`config.mk`:
```
export PLATFORM = sky130hd
export DESIGN_NAME = spi_adc_responder
export DESIGN_NICKNAME = d
export VERILOG_FILES = /design/src/rtl/spi_adc_responder.sv
export SDC_FILE = /design/constraint.sdc
export NUM_CORES = 1
export LEC_CHECK = 0
export ABC_AREA = 1
export BUFFER_PORTS_ARGS = -buffer_cell sky130_fd_sc_hd__buf_2
export CAP_MARGIN = 30
export CELL_PAD_IN_SITES_DETAIL_PLACEMENT = 2
export CELL_PAD_IN_SITES_GLOBAL_PLACEMENT = 2
export CORE_AREA = 8 8 95 97
export DETAILED_ROUTE_END_ITERATION = 7
export DIE_AREA = 0 0 103 105
export PLACE_DENSITY_LB_ADDON = 0.12
export RECOVER_POWER = 25
export SLEW_MARGIN = 20
export SYNTH_ARGS = -nofsm -noshare
export SYNTH_HDL_FRONTEND = slang
export SYNTH_SLANG_ARGS = --single-unit
```
`constraint.sdc`:
```
create_clock -name clk -period 2.06 [get_ports clk]
set_input_delay 0.412 -clock clk [delete_from_list [all_inputs] [get_ports clk]]
set_output_delay 0.412 -clock clk [all_outputs]
set_load 0.005 [all_outputs]
```
`src/rtl/spi_adc_responder.sv`:
```
// spi_adc_responder: SPI mode-0 slave emulating a two-channel ADC; optional LSB-first trailer via SPI_RESP_LSBF_EN.
// Latency: SYNC_STAGES+1 clk from any bus pin edge to its action; miso/miso_oe settle 1 clk after that action.
// Backpressure: none; the master must honour minimum sck high/low times and the cs_n setup time.
module spi_adc_responder #(
  parameter int DATA_W      = 12,
  parameter int SYNC_STAGES = 2
) (
  input  logic              clk,
  input  logic              rst,
  input  logic              sck,
  input  logic              cs_n,
  input  logic              mosi,
  output logic              miso,
  output logic              miso_oe,
  input  logic [DATA_W-1:0] ch0_val,
  input  logic [DATA_W-1:0] ch1_val,
  output logic              frame_done,
  output logic              last_ch,
  output logic              cmd_err
);

  // Counter must reach 2*DATA_W-1 when the LSB-first trailer is enabled.
  localparam int CNT_W = $clog2(2 * DATA_W) + 1;

  localparam logic [CNT_W-1:0] ZERO_C  = '0;
  localparam logic [CNT_W-1:0] ONE_C   = CNT_W'(1);
  localparam logic [CNT_W-1:0] TWO_C   = CNT_W'(2);
  localparam logic [CNT_W-1:0] THREE_C = CNT_W'(3);
  localparam logic [CNT_W-1:0] DW_C    = CNT_W'(DATA_W);
  localparam logic [CNT_W-1:0] DW_M1_C = CNT_W'(DATA_W - 1);
`ifdef SPI_RESP_LSBF_EN
  localparam logic [CNT_W-1:0] TRAIL_C = CNT_W'(2 * DATA_W - 1);
`endif

  typedef enum logic [2:0] {
    ST_IDLE,
    ST_CMD,
    ST_NULL,
    ST_DATA,
    ST_WAIT_CS
  } state_t;

  // Front end (SYNC_STAGES is assumed to be at least 2)
  logic [SYNC_STAGES-1:0] sck_sync_q, sck_sync_d;
  logic [SYNC_STAGES-1:0] cs_sync_q, cs_sync_d;
  logic [SYNC_STAGES-1:0] mosi_sync_q, mosi_sync_d;
  logic                   sck_prev_q, sck_prev_d;
  logic                   cs_prev_q, cs_prev_d;
  logic                   sck_s, cs_s, mosi_s;
  logic                   sck_rise, sck_fall, cs_rise, cs_fall;

  // Frame state
  state_t                 state_q, state_d;
  logic [CNT_W-1:0]       cnt_q, cnt_d;
  logic [DATA_W-1:0]      ch0_snap_q, ch0_snap_d;
  logic [DATA_W-1:0]      ch1_snap_q, ch1_snap_d;
  logic                   odd_q, odd_d;
`ifdef SPI_RESP_LSBF_EN
  logic                   msbf_q, msbf_d;
`endif
  logic                   miso_q, miso_d;
  logic                   miso_oe_q, miso_oe_d;
  logic                   frame_done_q, frame_done_d;
  logic                   last_ch_q, last_ch_d;
  logic                   cmd_err_q, cmd_err_d;

  // Data path helpers
  logic [DATA_W-1:0]      data_word;
  logic [CNT_W-1:0]       bit_idx;
  logic [DATA_W-1:0]      bit_mask;
  logic                   data_bit;
  logic [CNT_W-1:0]       total_bits;

  assign sck_s    = sck_sync_q[SYNC_STAGES-1];
  assign cs_s     = cs_sync_q[SYNC_STAGES-1];
  assign mosi_s   = mosi_sync_q[SYNC_STAGES-1];
  assign sck_rise =  sck_s & ~sck_prev_q;
  assign sck_fall = ~sck_s &  sck_prev_q;
  assign cs_rise  =  cs_s  & ~cs_prev_q;
  assign cs_fall  = ~cs_s  &  cs_prev_q;

  // Word and bit being sent: MSB first for the first DATA_W bits, then bits 1.. upward for the trailer.
  assign data_word = odd_q ? ch1_snap_q : ch0_snap_q;
  assign bit_idx   = (cnt_q < DW_C) ? (DW_M1_C - cnt_q) : (cnt_q - DW_M1_C);
  assign bit_mask  = DATA_W'(1) << bit_idx;
  assign data_bit  = |(data_word & bit_mask);
`ifdef SPI_RESP_LSBF_EN
  assign total_bits = msbf_q ? DW_C : TRAIL_C;
`else
  assign total_bits = DW_C;
`endif

  assign miso       = miso_q;
  assign miso_oe    = miso_oe_q;
  assign frame_done = frame_done_q;
  assign last_ch    = last_ch_q;
  assign cmd_err    = cmd_err_q;

  // Synchronizer shift and one-cycle history for edge detection.
  always_comb begin
    sck_sync_d  = {sck_sync_q[SYNC_STAGES-2:0], sck};
    cs_sync_d   = {cs_sync_q[SYNC_STAGES-2:0], cs_n};
    mosi_sync_d = {mosi_sync_q[SYNC_STAGES-2:0], mosi};
    sck_prev_d  = sck_s;
    cs_prev_d   = cs_s;
  end

  // Front-end flops run free of reset so no phantom edge appears when reset releases.
  always_ff @(posedge clk) begin
    sck_sync_q  <= sck_sync_d;
    cs_sync_q   <= cs_sync_d;
    mosi_sync_q <= mosi_sync_d;
    sck_prev_q  <= sck_prev_d;
    cs_prev_q   <= cs_prev_d;
  end

  // Frame FSM next-state and registered-output logic.
  always_comb begin
    state_d      = state_q;
    cnt_d        = cnt_q;
    ch0_snap_d   = ch0_snap_q;
    ch1_snap_d   = ch1_snap_q;
    odd_d        = odd_q;
`ifdef SPI_RESP_LSBF_EN
    msbf_d       = msbf_q;
`endif
    miso_d       = miso_q;
    miso_oe_d    = miso_oe_q;
    frame_done_d = 1'b0;
    last_ch_d    = last_ch_q;
    cmd_err_d    = cmd_err_q;

    case (state_q)
      ST_IDLE: begin
        miso_d    = 1'b0;
        miso_oe_d = 1'b0;
        // A coincident sck rise is dropped: the frame starts counting from the next one.
        if (cs_fall) begin
          state_d    = ST_CMD;
          cnt_d      = ZERO_C;
          ch0_snap_d = ch0_val;
          ch1_snap_d = ch1_val;
        end
      end

      ST_CMD: begin
        if (cs_rise) begin
          cmd_err_d = 1'b1;
          state_d   = ST_IDLE;
        end else if (sck_rise) begin
          cnt_d = cnt_q + ONE_C;
          if (cnt_q == ZERO_C && !mosi_s) begin
            cmd_err_d = 1'b1;
            state_d   = ST_WAIT_CS;
          end
          // SGL is clocked past without effect: differential requests are served single-ended.
          if (cnt_q == TWO_C) begin
            odd_d = mosi_s;
          end
          if (cnt_q == THREE_C) begin
`ifdef SPI_RESP_LSBF_EN
            msbf_d = mosi_s;
`endif
            state_d = ST_NULL;
          end
        end
      end

      ST_NULL: begin
        if (cs_rise) begin
          cmd_err_d = 1'b1;
          state_d   = ST_IDLE;
          miso_d    = 1'b0;
          miso_oe_d = 1'b0;
        end else if (sck_fall) begin
          miso_d    = 1'b0;
          miso_oe_d = 1'b1;
          cnt_d     = ZERO_C;
          state_d   = ST_DATA;
        end
      end

      ST_DATA: begin
        if (cs_rise) begin
          cmd_err_d = 1'b1;
          state_d   = ST_IDLE;
          miso_d    = 1'b0;
          miso_oe_d = 1'b0;
        end else if (sck_fall && cnt_q < total_bits) begin
          miso_d = data_bit;
          cnt_d  = cnt_q + ONE_C;
        end else if (sck_rise && cnt_q == total_bits) begin
          // Last bit has now been sampled by the master.
          frame_done_d = 1'b1;
          last_ch_d    = odd_q;
          miso_d       = 1'b0;
          miso_oe_d    = 1'b0;
          state_d      = ST_WAIT_CS;
        end
      end

      ST_WAIT_CS: begin
        miso_d    = 1'b0;
        miso_oe_d = 1'b0;
        if (cs_rise) begin
          state_d = ST_IDLE;
        end
      end

      default: begin
        state_d   = ST_IDLE;
        miso_d    = 1'b0;
        miso_oe_d = 1'b0;
      end
    endcase
  end

  // Frame state registers with synchronous active-low reset.
  always_ff @(posedge clk) begin
    if (!rst) begin
      state_q      <= ST_IDLE;
      cnt_q        <= ZERO_C;
      ch0_snap_q   <= '0;
      ch1_snap_q   <= '0;
      odd_q        <= 1'b0;
`ifdef SPI_RESP_LSBF_EN
      msbf_q       <= 1'b1;
`endif
      miso_q       <= 1'b0;
      miso_oe_q    <= 1'b0;
      frame_done_q <= 1'b0;
      last_ch_q    <= 1'b0;
      cmd_err_q    <= 1'b0;
    end else begin
      state_q      <= state_d;
      cnt_q        <= cnt_d;
      ch0_snap_q   <= ch0_snap_d;
      ch1_snap_q   <= ch1_snap_d;
      odd_q        <= odd_d;
`ifdef SPI_RESP_LSBF_EN
      msbf_q       <= msbf_d;
`endif
      miso_q       <= miso_d;
      miso_oe_q    <= miso_oe_d;
      frame_done_q <= frame_done_d;
      last_ch_q    <= last_ch_d;
      cmd_err_q    <= cmd_err_d;
    end
  end

endmodule

```
[Word level (Yosys, flattened, before mapping)]
Index checks and enable logic that the tools add are counted.
Storage, ports and cells
  register bits: 47
  input bits: 29
  word-level logic and storage cells: 115
Cells by class
  add/sub/neg operators: 3
  magnitude comparators: 1
  equal/unequal tests: 23
  shift operators: 1
  multiplexer cells: 39
  bitwise operators: 14
  reduce and logical (&&, ||, !) cells: 19
Operators with widths (number)
  6-bit two-way mux: 8
  3-bit two-way mux: 11
  6-bit one-hot mux with 4 select lines: 1
  2-bit != test (second input constant): 8
  4-bit AND reduction: 4
  3-bit != test (second input constant): 5
  3-bit one-hot mux with 5 select lines: 1
  1-bit two-way mux: 14
  12-bit AND: 1
  6-bit by 2-bit == test with 1-bit output (second input constant): 2
  12-bit two-way mux: 1
  12-bit OR reduction: 1
  1-bit by 6-bit left shift with 12-bit output (first input constant): 1
  1-bit NOT: 9
  4-bit != test (second input constant): 2
  8-bit AND reduction: 1
  7-bit AND reduction: 1
  6-bit by 1-bit adder with 6-bit output (second input constant): 1
  3-bit by 2-bit == test with 1-bit output (second input constant): 2
  6-bit by 4-bit == test with 1-bit output (second input constant): 1
  6-bit zero test: 1
  6-bit by 4-bit less-than comparator with 1-bit output (second input constant): 1
  1-bit one-hot mux with 3 select lines: 2
  4-bit by 6-bit subtractor with 6-bit output (first input constant): 1
  15 further kinds: 20

[Depth between registers and ports, before layout]
  depth in word-level cells: 8
  depth in mapped cells: 13
  depth with buffers taken out: 13

[Worst setup path after synthesis]
Ideal clock, no wire load.
  kind: register to register
  start: register cnt_q[0]
  end: register miso_q, in the netlist miso
  setup time: 0.120 ns
  arrival time: 1.495 ns
  data required time: 1.940 ns
  slack: 0.444 ns
  cell stages (with the launch flop): 13
  path buffers: 0
  period minus slack after synthesis: 1.616 ns
  cell sequence: dfxtp_1 > inv_1 > ha_1 > nand2_2 > o21ai_4 > inv_2 > nor2_4 > nand2_1 > nand2_1 > o21ai_1 > nand2_1 > nand2_1 > a21oi_2
Between the ends
  word-level cells in the longest chain between the ends: 8
  elaborated cells between the ends (all ways): 15
  classes of those cells: add/sub (2); order compare (1); eq/ne (2); shift (1); mux (4); bitwise (1); reduce/logical (4)
RTL lines
  start: declaration: RTL line 54  | logic [CNT_W-1:0] cnt_q, cnt_d;
  start signal: assignment: RTL line 236  | cnt_q <= cnt_d;
  6-bit by 4-bit subtractor with 6-bit output, or another cell as far along: RTL line 84  | assign bit_idx = (cnt_q < DW_C) ? (DW_M1_C - cnt_q) : (cnt_q - DW_M1_C);
  6-bit two-way mux: RTL line 84
  1-bit by 6-bit left shift with 12-bit output: RTL line 85  | assign bit_mask = DATA_W'(1) << bit_idx;
  12-bit AND: RTL line 86  | assign data_bit = |(data_word & bit_mask);
  12-bit OR reduction: RTL line 86
  1-bit two-way mux: RTL line 189  | end else if (sck_fall && cnt_q < total_bits) begin
  1-bit two-way mux: RTL line 184  | if (cs_rise) begin
  1-bit one-hot mux with 3 select lines: RTL line 133  | case (state_q)
  end signal: assignment: RTL line 243  | miso_q <= miso_d;
  end: declaration: RTL line 61  | logic miso_q, miso_d;
Several ways; a longest one is shown, not always the timed one.
A chain may end at the register's enable or synchronous reset.

[Worst setup path after layout]
  start: register cnt_q[2]
  end: register cnt_q[5]
Between the ends
  word-level cells in the longest chain between the ends: 4
  elaborated cells between the ends (all ways): 10
  classes of those cells: add/sub (1); order compare (1); eq/ne (1); mux (5); reduce/logical (2)
RTL lines (RTL line)
  6-bit by 1-bit adder with 6-bit output / 6-bit by 4-bit less-than comparator with 1-bit output (equally long branches): 151, 191, 189
  6-bit two-way mux, or another cell as far along: 189
  6-bit two-way mux, or another cell as far along: 184
  6-bit one-hot mux with 4 select lines / 8-bit AND reduction (equally long branches)
Several ways; a longest one is shown, not always the timed one. The select of a mux whose other input is x is not followed.

==> metrics.txt <==
Post-Place Setup Slack=0.2469 ns; final hold vios=0; WL final=between 6000 and 7000 µm; Die ar.=0.01082 mm²; Die Wd=103 µm; # setup viols final=0; area of the core=0.007527 mm²; Fin Setup TNS=0 ns; delay-heaviest family, CP=simple AND/OR/NAND/NOR gates; CP Class=reg -> reg; period utilization=88.66%; largest net degree at the start of global routing=28; RSZ-0062 raised after global routing=no; slowest stage delay, CP=around 0.33 ns; clk sinks=47; row count=32; IO Port Bufs=33; Switching Share=41.38%; WP buf/inv=1; HPWL after DPL=5376 µm; layout cells sized above 1=approximately 21%; Crit path depth=11; Vias/cell=approximately 4.7; Num CTS Buffers=5; Critical Path End=cnt_q[5]; Die Span Y=105 µm; clk_skew=approximately 0.0083 ns; Worst-Skew Late Latency=0.30 ns; fill count=953; hold wc startpoint=mosi; TritonCTS clock tree=yes; sequential power share=39.2%; final setup margin=~0.23 ns; postcts setup bufs=0; IO Count=34; GR Overflow Total=0; min-delay worst type=in -> reg; Synthesis Warnings=0; Slew @ Worst Pin=slightly above 0.4 ns; Critical Path Fanout Max=9; VDD IR max=between 0.3 and 0.4 mV; Synth area leader=dfxtp_1; R2R depth=11; NetSw=0.001243 W; area of the multi-input gates=approximately 0.0012 mm²; WP data arrival=2.01 ns; htree depth=2; DRC Markers=0; Synth Instances=325; most frequent cells in the layout=48 x nor2_1, 47 x dfxtp_1, 41 x o21ai_0, 38 x inv_1, 38 x nand2_1; Hold Path Depth=1; Mapped Area=0.002355 mm²; Max Freq=0.5475 GHz; commonest non-fill, non-tap cell in the layout=nor2_1; post-synth net total=between 300 and 400; max cap viols=0; CP Capture Type=register; Synth Area per Inst=7.245 µm²; hold buffer count at cts=0; outcome=finished clean; RR Endpoint=cnt_q[5]; first-pass GRT wire length=11520 µm; ANT cells=0; Final min period=1.826 ns; 1st-iter DRT viols=22; Critical Path Start=cnt_q[2]; post-synth top area share=39.96%; GRT Resource Usage Total=13.10%; 1st-pass router iterations=4; pwr dens=1090 mW/mm²; Placer Congestion=about 0.81; power share of the combinational group=between 40% and 50%; most area-consuming cells after synthesis=dfxtp_1 40%, o21ai_0 8.7%, nor2_1 7.7%, inv_1 6.1%, nand2_1 6.1%; CTS root buf=clkbuf_8; P&R area growth vs syn=17.06%; worst endpoint required time=2.25 ns; vias in the first global route=2480; distinct cell type count after synthesis=36; register area=about 940 µm²; Yosys reg bits=47; initial antenna violation count=0; clock buffer depth=2; Clock Power Share=20.0%; WL/cell=about 14 µm; CTS clock-pin slew for the worst setup and hold paths=0.10 ns; R2R setup slack=0.23 ns; CP Cell Sequence=ha_1 > inv_1 > nand2_4 > nor2_4 > nor3_2 > nor2_2 > nand2_4 > nor3_4 > nand3_1 > nand2_1 > nor2_2; Max-slew headroom=between 70% and 80%; cell at the slowest stage of the critical path=dfxtp_1; Seq/Total Area, Yosys=39.96%; post_cts resized=0; initial cell density of the core=between 30% and 40%; Leak Pwr=1.161 nW; Internal Pwr Total=between 0.0015 and 0.002 W; Via Count=roughly 2200; reg-to-reg startpoint=cnt_q[2]; final count of pins violating max slew=0; Layout Nets=397; crit path launch type=register; ANT nets after route=0
## cell usage after synthesis (all sizes together)
cell type,n
o21ai,49
or4,1
nor3b,1
a21oi,24
nand4,4
a211oi,2
o21a,1
nor2,57
xnor2,1
nand2,42
nand3,22
ha,6
clkbuf,8
a31oi,1
inv,47
clkinv,1
nor3,3
dfxtp,47
a221oi,1
a311oi,1
xor2,2
o2111ai,1
buf,3
## how the worst min path moves through the flow
stage	endpoint
floorplan	cs_sync_q[1]
global placement	sck_sync_q[1]
detailed placement	sck_sync_q[1]
CTS	sck_sync_q[0]
global route	cs_sync_q[0]
finish	mosi_sync_q[0]
## power by group through the flow
stage          registers, W  clock network (W)  logic [W]
2_1_floorplan       0.00117                  0   0.000896
5_1_grt             0.00120           0.000659    0.00140
3_3_place_gp        0.00119                  0    0.00121
6_report            0.00118           0.000600    0.00123
3_5_place_dp        0.00120                  0    0.00125
4_1_cts             0.00118           0.000632    0.00126
## cell type report
| type | instances | share of cell area, % |
|---|---|---|
| clock buffer | 6 | 2.996 |
| tap | 102 | 4.630 |
| sequential | 47 | 34.14 |
| timing repair buffer | 41 | 8.034 |
| clock inverter | 2 | 0.4993 |
| multi-input combinational | 219 | 43.12 |
| inverter | 48 | 6.582 |
## metrics by stage
stage,instances,total power [W],util (%),cell area (µm²),hold WS (ns)
2_1_floorplan,325,0.002071,-,2355,0.3096
3_3_place_gp,457,0.002397,35.39,2664,0.3100
3_5_place_dp,457,0.002448,35.39,2664,0.3132
4_1_cts,465,0.003075,36.67,2760,0.1963
5_1_grt,465,0.003256,36.62,2756,0.1871
6_report,465,0.003004,36.62,2756,0.2048
## cell families after synthesis
group / count (synthesis) / share of synthesized area [%]
xor gates and xnor gates: 3 / 1.116
DFF: 47 / 39.96
buffers and inverters: 59 / 9.564
and+or+nand+nor: 130 / 26.78
AOI/OAI and AO/OA: 80 / 19.40
adders and majority gates: 6 / 3.188
## registers in the layout, indices dropped and copies added, names as in the netlist
register     cells
cs_sync_q        2
cmd_err          1
ch1_snap_q      12
frame_done       1
last_ch          1
sck_sync_q       2
state_q          3
cnt_q            6
cs_prev_q        1
odd_q            1
sck_prev_q       1
mosi_sync_q      2
miso             1
miso_oe          1
ch0_snap_q      12
## per-layer routing
layer	vias up	global-route usage, %	share of wire [%]
met4	0	2.482	0.52
met1	1050	16.15	47
li1	1124	-	-
met3	2	2.190	2.1
met2	25	23.06	51
met5	-	0	0
No activity file was read; power rests on OpenSTA's default activity.
